**src/rtl/i2c_byte_sequencer.sv**
```systemverilog
// i2c_byte_sequencer: turns one addr/rw/len command plus a TX byte stream into the
// transfer/byte handshake of a downstream I2C master, collecting read bytes in an RX FIFO.
module i2c_byte_sequencer #(
  parameter int DEPTH = 8,
  parameter int LEN_W = 8
) (
  input  logic             clk,
  input  logic             rst_n,
  input  logic             cmd_valid,
  output logic             cmd_ready,
  input  logic [6:0]       cmd_addr,
  input  logic             cmd_rw,
  input  logic [LEN_W-1:0] cmd_len,
  input  logic [7:0]       tx_data,
  input  logic             tx_valid,
  output logic             tx_ready,
  output logic [7:0]       rx_data,
  output logic             rx_valid,
  input  logic             rx_ready,
  output logic             m_transfer_control,
  output logic             m_byte_control,
  output logic             m_read_write,
  output logic             m_combined_enable,
  output logic [6:0]       m_target_address,
  output logic [7:0]       m_data_in,
  input  logic [7:0]       m_data_out,
  input  logic             m_data_finish,
  input  logic             m_transfer_busy,
  input  logic             m_error,
  output logic             busy,
  output logic             done,
  output logic             err
);

  // state  | meaning
  // IDLE   | waiting for a command, cmd_ready high
  // START  | transfer_control raised, waiting for master busy
  // WR     | feeding TX FIFO bytes to the master
  // RD     | collecting master bytes into the RX FIFO
  // STOP   | transfer_control dropped, waiting for master idle
  // DONE   | one-cycle done/err pulse
  localparam int AW = $clog2(DEPTH);

  typedef enum logic [2:0] {
    S_IDLE  = 3'd0,
    S_START = 3'd1,
    S_WR    = 3'd2,
    S_RD    = 3'd3,
    S_STOP  = 3'd4,
    S_DONE  = 3'd5
  } state_t;

  state_t state, state_nxt;

  logic [6:0]       addr_q;
  logic             rw_q;
  logic [LEN_W-1:0] count_q;
  logic             abort_q;

  logic [7:0] tx_mem [DEPTH];
  logic [AW:0] tx_wptr, tx_rptr;
  logic [7:0] rx_mem [DEPTH];
  logic [AW:0] rx_wptr, rx_rptr;

  logic tx_empty, tx_full, rx_empty, rx_full;
  logic tx_push, tx_pop, rx_push, rx_pop;
  logic accept, xfer_open, abort_evt;
  logic wr_byte, rd_byte, last_byte;

  assign tx_empty = (tx_wptr == tx_rptr);
  assign tx_full  = (tx_wptr[AW] != tx_rptr[AW]) && (tx_wptr[AW-1:0] == tx_rptr[AW-1:0]);
  assign rx_empty = (rx_wptr == rx_rptr);
  assign rx_full  = (rx_wptr[AW] != rx_rptr[AW]) && (rx_wptr[AW-1:0] == rx_rptr[AW-1:0]);

  assign accept    = cmd_valid && (state == S_IDLE);
  assign xfer_open = (state == S_START) || (state == S_WR) || (state == S_RD);
  assign abort_evt = m_error && xfer_open;

  // An error in the same cycle as a byte completion wins; the byte is not counted.
  assign wr_byte   = (state == S_WR) && m_data_finish && !m_error && !tx_empty;
  assign rd_byte   = (state == S_RD) && m_data_finish && !m_error && !rx_full;
  assign last_byte = (count_q == LEN_W'(1));

  assign tx_push = tx_valid && !tx_full;
  assign tx_pop  = wr_byte;
  assign rx_push = rd_byte;
  assign rx_pop  = rx_ready && !rx_empty;

  // ---------------- TX FIFO ----------------
  always_ff @(posedge clk) begin
    if (tx_push) tx_mem[tx_wptr[AW-1:0]] <= tx_data;
  end

  always_ff @(posedge clk or negedge rst_n) begin
    if (!rst_n) begin
      tx_wptr <= '0;
      tx_rptr <= '0;
    end else begin
      if (tx_push) tx_wptr <= tx_wptr + 1'b1;
      // Abort empties the FIFO entirely, including a byte pushed this same cycle.
      if (abort_evt)   tx_rptr <= tx_wptr + {{AW{1'b0}}, tx_push};
      else if (tx_pop) tx_rptr <= tx_rptr + 1'b1;
    end
  end

  // ---------------- RX FIFO ----------------
  always_ff @(posedge clk) begin
    if (rx_push) rx_mem[rx_wptr[AW-1:0]] <= m_data_out;
  end

  always_ff @(posedge clk or negedge rst_n) begin
    if (!rst_n) begin
      rx_wptr <= '0;
      rx_rptr <= '0;
    end else begin
      if (rx_push) rx_wptr <= rx_wptr + 1'b1;
      if (rx_pop)  rx_rptr <= rx_rptr + 1'b1;
    end
  end

  // ---------------- command registers ----------------
  always_ff @(posedge clk or negedge rst_n) begin
    if (!rst_n) begin
      addr_q  <= '0;
      rw_q    <= 1'b0;
      count_q <= '0;
      abort_q <= 1'b0;
    end else begin
      if (accept) begin
        addr_q  <= cmd_addr;
        rw_q    <= cmd_rw;
        count_q <= cmd_len;
        abort_q <= 1'b0;
      end else begin
        if ((wr_byte || rd_byte) && (count_q != '0)) count_q <= count_q - 1'b1;
        if (abort_evt) abort_q <= 1'b1;
      end
    end
  end

  // ---------------- FSM ----------------
  always_ff @(posedge clk or negedge rst_n) begin
    if (!rst_n) state <= S_IDLE;
    else        state <= state_nxt;
  end

  always_comb begin
    state_nxt = state;
    case (state)
      S_IDLE: begin
        if (accept) state_nxt = S_START;
      end
      S_START: begin
        if (m_error)              state_nxt = S_STOP;
        else if (m_transfer_busy) begin
          if (count_q == '0) state_nxt = S_STOP;
          else if (rw_q)     state_nxt = S_RD;
          else               state_nxt = S_WR;
        end
      end
      S_WR: begin
        if (m_error)                     state_nxt = S_STOP;
        else if (wr_byte && last_byte)   state_nxt = S_STOP;
      end
      S_RD: begin
        if (m_error)                     state_nxt = S_STOP;
        else if (rd_byte && last_byte)   state_nxt = S_STOP;
      end
      S_STOP: begin
        if (!m_transfer_busy) state_nxt = S_DONE;
      end
      S_DONE:  state_nxt = S_IDLE;
      default: state_nxt = S_IDLE;
    endcase
  end

  always_comb begin
    cmd_ready          = 1'b0;
    busy               = 1'b1;
    m_transfer_control = 1'b0;
    m_byte_control     = 1'b0;
    done               = 1'b0;
    err                = 1'b0;
    case (state)
      S_IDLE: begin
        cmd_ready = 1'b1;
        busy      = 1'b0;
      end
      S_START: m_transfer_control = 1'b1;
      S_WR: begin
        m_transfer_control = 1'b1;
        m_byte_control     = !tx_empty;
      end
      S_RD: begin
        m_transfer_control = 1'b1;
        m_byte_control     = !rx_full;
      end
      S_STOP: ;
      S_DONE: begin
        done = !abort_q;
        err  = abort_q;
      end
      default: ;
    endcase
  end

  // Heads read as zero when empty so nothing stale is presented after reset or a flush.
  assign m_data_in         = tx_empty ? 8'h00 : tx_mem[tx_rptr[AW-1:0]];
  assign rx_data           = rx_empty ? 8'h00 : rx_mem[rx_rptr[AW-1:0]];
  assign tx_ready          = !tx_full;
  assign rx_valid          = !rx_empty;
  assign m_read_write      = rw_q;
  assign m_target_address  = addr_q;
  assign m_combined_enable = 1'b0;

endmodule
```
**config.mk**
```make
export PLATFORM = sky130hd
export DESIGN_NAME = i2c_byte_sequencer
export DESIGN_NICKNAME = d
export VERILOG_FILES = /design/src/rtl/i2c_byte_sequencer.sv
export SDC_FILE = /design/constraint.sdc
export NUM_CORES = 1
export LEC_CHECK = 0
export ABC_AREA = 0
export BUFFER_PORTS_ARGS = -buffer_cell sky130_fd_sc_hd__buf_2
export CAP_MARGIN = 20
export CELL_PAD_IN_SITES_DETAIL_PLACEMENT = 1
export CELL_PAD_IN_SITES_GLOBAL_PLACEMENT = 2
export CORE_UTILIZATION = 42
export CTS_CLUSTER_DIAMETER = 100
export CTS_CLUSTER_SIZE = 28
export DETAILED_ROUTE_END_ITERATION = 7
export PLACE_DENSITY_LB_ADDON = 0.25
export SLEW_MARGIN = 10
export SYNTH_ARGS = -nofsm -noshare
export SYNTH_HDL_FRONTEND = slang
export SYNTH_SLANG_ARGS = --single-unit
```
**constraint.sdc**
```tcl
create_clock -name clk -period 2.9 [get_ports clk]
set_input_delay 0.87 -clock clk [delete_from_list [all_inputs] [get_ports clk]]
set_output_delay 0.87 -clock clk [all_outputs]
set_load 0.005 [all_outputs]
```
==> summary.md <==
| Metric | Value |
|---|---|
| Max cap viols | `0` |
| H-tree Lvls | `4` |
| Starting density of the core | `42.8%` |
| Final min period | `2.82 ns` |
| Final worst slack | `0.0817 ns` |
| Yosys cell types | `49` |
| Unrepaired setup endpoints after global routing | `true` |
| Routed WL | `15100 um` |
| Total GRT Usage | `18.8%` |
| Synth warn | `0` |
| Clk root buf | `clkbuf_16` |
| Placed cell areas | `0.00786 mm^2` |
| Crit path arrival time | `1.95 ns` |
| Die W | `132 um` |
| GRT Residual Overflow | `0` |
| Post-synth top area share | `54.3%` |
| Leak Pwr | `3.22 nW` |
| Placement Rows | `47` |
| Largest net degree at the start of global routing | `37` |
| Gpl congestion | `0.760` |
| Fraction of registers with async set/reset | `22.0%` |
| Setup violations, final | `0` |
| Remaining DRCs | `0` |
| Fmax | `355 MHz` |
| Main synth FF type | `edfxtp_1` |
| Rel. slew slack | `44.0%` |
| # diodes | `0` |
| PwrDens | `1000 mW/mm^2` |
| Cells after Synth | `458` |
| Clk sinks | `164` |
| Most instantiated library cell after synthesis | `edfxtp_1` |
| CTS tree | `yes` |
| Pre-CTS setup slack | `0.0573 ns` |
| Status | `complete, no violations` |
| NumNets Final | `606` |
| Fill cells | `1598` |
| #FFs+latches synth | `164` |
| Mapped Nets | `506` |
| Final hold violation count | `0` |
| Synthesized area per cell | `15.5 um^2` |
| CTS max path bufs | `2` |
| Routed vias | `4114` |
| CP required | `2.03 ns` |
| Critical path launch point type | `flip-flop` |
| Tcrit/Tclk final | `97.2%` |
| CTS Buf Count | `17` |
| R2R Setup Slk | `0.58 ns` |
| Finished Cell Area | `0.00856 mm^2` |
| DP Cell Count | `755` |
| Area grow syn2layout | `20.9%` |
| Final Core Density | `51.8%` |
| Post-synth EDFFs | `128` |
| CP endpoint kind | `output pin` |
| Worst min-delay path class | `reg -> reg` |
| Fin Setup TNS | `0 ns` |
| Worst Tran Pin Value | `0.840 ns` |
| Vias in the first global route | `4461` |
| Final Power | `8.56 mW` |
| Worst-path maximum fanout | `10` |
| Worst-path clk slew | `0.06 ns` |
| Worst-skew pair later-pin latency | `0.43 ns` |
| Synth top area cells | `edfxtp_1 54%, dfrtp_1 13%, mux4_2 10%` |
| Core ar. | `0.0165 mm^2` |
| Fin. max-slew vios | `0` |
| Register area share after synthesis | `67.0%` |
| Cell Count, Final, Fillers Out | `791` |
| Peak VDD IR | `500 uV` |
| First-pass DRT Iterations | `4` |
| Remaining antenna violation count | `0` |
| Critical path class | `reg -> out` |
| Post-detail-place hpwl | `10200 um` |
| Synth area leader | `edfxtp_1` |
| First-pass GRT wire length | `24300 um` |
| IO buf count | `71` |
| # IOs | `73` |
| Number of antenna violations at the first check in global routing | `0` |
| Commonest cells in the netlist | `128 x edfxtp_1, 47 x nand2_1, 37 x nor2_1, 36 x dfrtp_1, 32 x mux4_2` |
| Final hold slack | `0.472 ns` |
| Die height | `132 um` |
| Multi-input gate area | `0.00222 mm^2` |
| Mapped Area | `0.00708 mm^2` |
| Register area | `0.00475 mm^2` |
| Fin Clk Skew | `0.00538 ns` |
| Vias per cell | `5.20` |
| WL/cell | `19.1 um` |
| Fraction of layout cells with a size suffix above 1 | `34.0%` |
| Die area | `0.0174 mm^2` |
| Initial DRC Count | `153` |
==> worst paths after layout <==
path | start | depth (start not counted) | endpoint
worst max-delay path | rx_rptr[0] | 5 | rx_data[7]
worst min-delay path | m_target_address[4] | 2 | m_target_address[4]
worst max register to register | state[2] | 6 | count_q[5]
worst min register to register | m_target_address[4] | 2 | m_target_address[4]
max in group asynchronous | rst_n | 1 | rx_rptr[0]
min in group asynchronous | rst_n | 1 | m_target_address[1]
==> repair_timing <==
action                     CTS  global route
cloned                       0             1
pin swaps                    0             1
gates resized for setup      7             6
hold buffers                 0             0
setup endpoints to repair    8             9
setup buffers                0             2
==> power by group <==
group	total [mW]	internal (mW)	switching [mW]	leakage [nW]
Clock	2.28	1.37	0.916	0.294
Sequential	3.28	2.94	0.333	1.58
Combinational	3.00	1.47	1.53	1.35
Total	8.56	5.78	2.78	3.22
==> routing by layer <==
layer	part of all wire, %	global-route usage [%]	routed length, um
met1	41	22.4	6260
met2	53	33.0	8030
met3	3.5	4.27	526
met4	1.9	7.17	292
met5	0	0	0
==> critical path, cell delays in order, from the launching register on <==
cell     delay, ns
dfrtp_2       0.42
buf_12        0.18
mux4_2        0.52
mux2i_1       0.19
nor2_1        0.07
buf_2         0.13
==> logic make-up (layout without fill, tap and decap cells) <==
group / after synthesis / count (layout) / share of synthesized area [%]
buffers and inverters: 34 / 147 / 2.32
XOR/XNOR: 22 / 22 / 2.93
adder cells (fa/ha/maj): 8 / 8 / 1.41
flip-flops: 164 / 164 / 67.0
AO/OA/AOI/OAI: 33 / 33 / 2.86
other: 1 / 1 / 0.0530
multiplexers: 52 / 52 / 13.1
AND/OR/NAND/NOR: 144 / 144 / 10.3
==> sequential cells by signal (all words and copies together), names as in the netlist <==
| register | flops |
|---|---|
| m_read_write | 1 |
| rx_rptr | 4 |
| rx_wptr | 4 |
| rx_mem | 64 |
| tx_mem | 64 |
| abort_q | 1 |
| m_target_address | 7 |
| state | 3 |
| count_q | 8 |
| tx_wptr | 4 |
| tx_rptr | 4 |
==> layout by cell type, fill, tap and decap left out, types with 17 or more instances in the layout <==
cell and count:
clkbuf_16 18, nor2_1 37, mux2i_1 17, buf_4 34, dfrtp_1 29, nand2_1 47
buf_2 71, edfxtp_1 128, mux4_2 32
==> final cells by class <==
class	count	share of cell area, %
clock inverters	13	2.05
repair buffers	108	7.89
well taps	220	3.22
inverters	7	0.307
flip-flops and latches	164	55.5
clock buffers	19	5.06
multi-input cells	260	26.0
(Power assumes the default switching activity.)
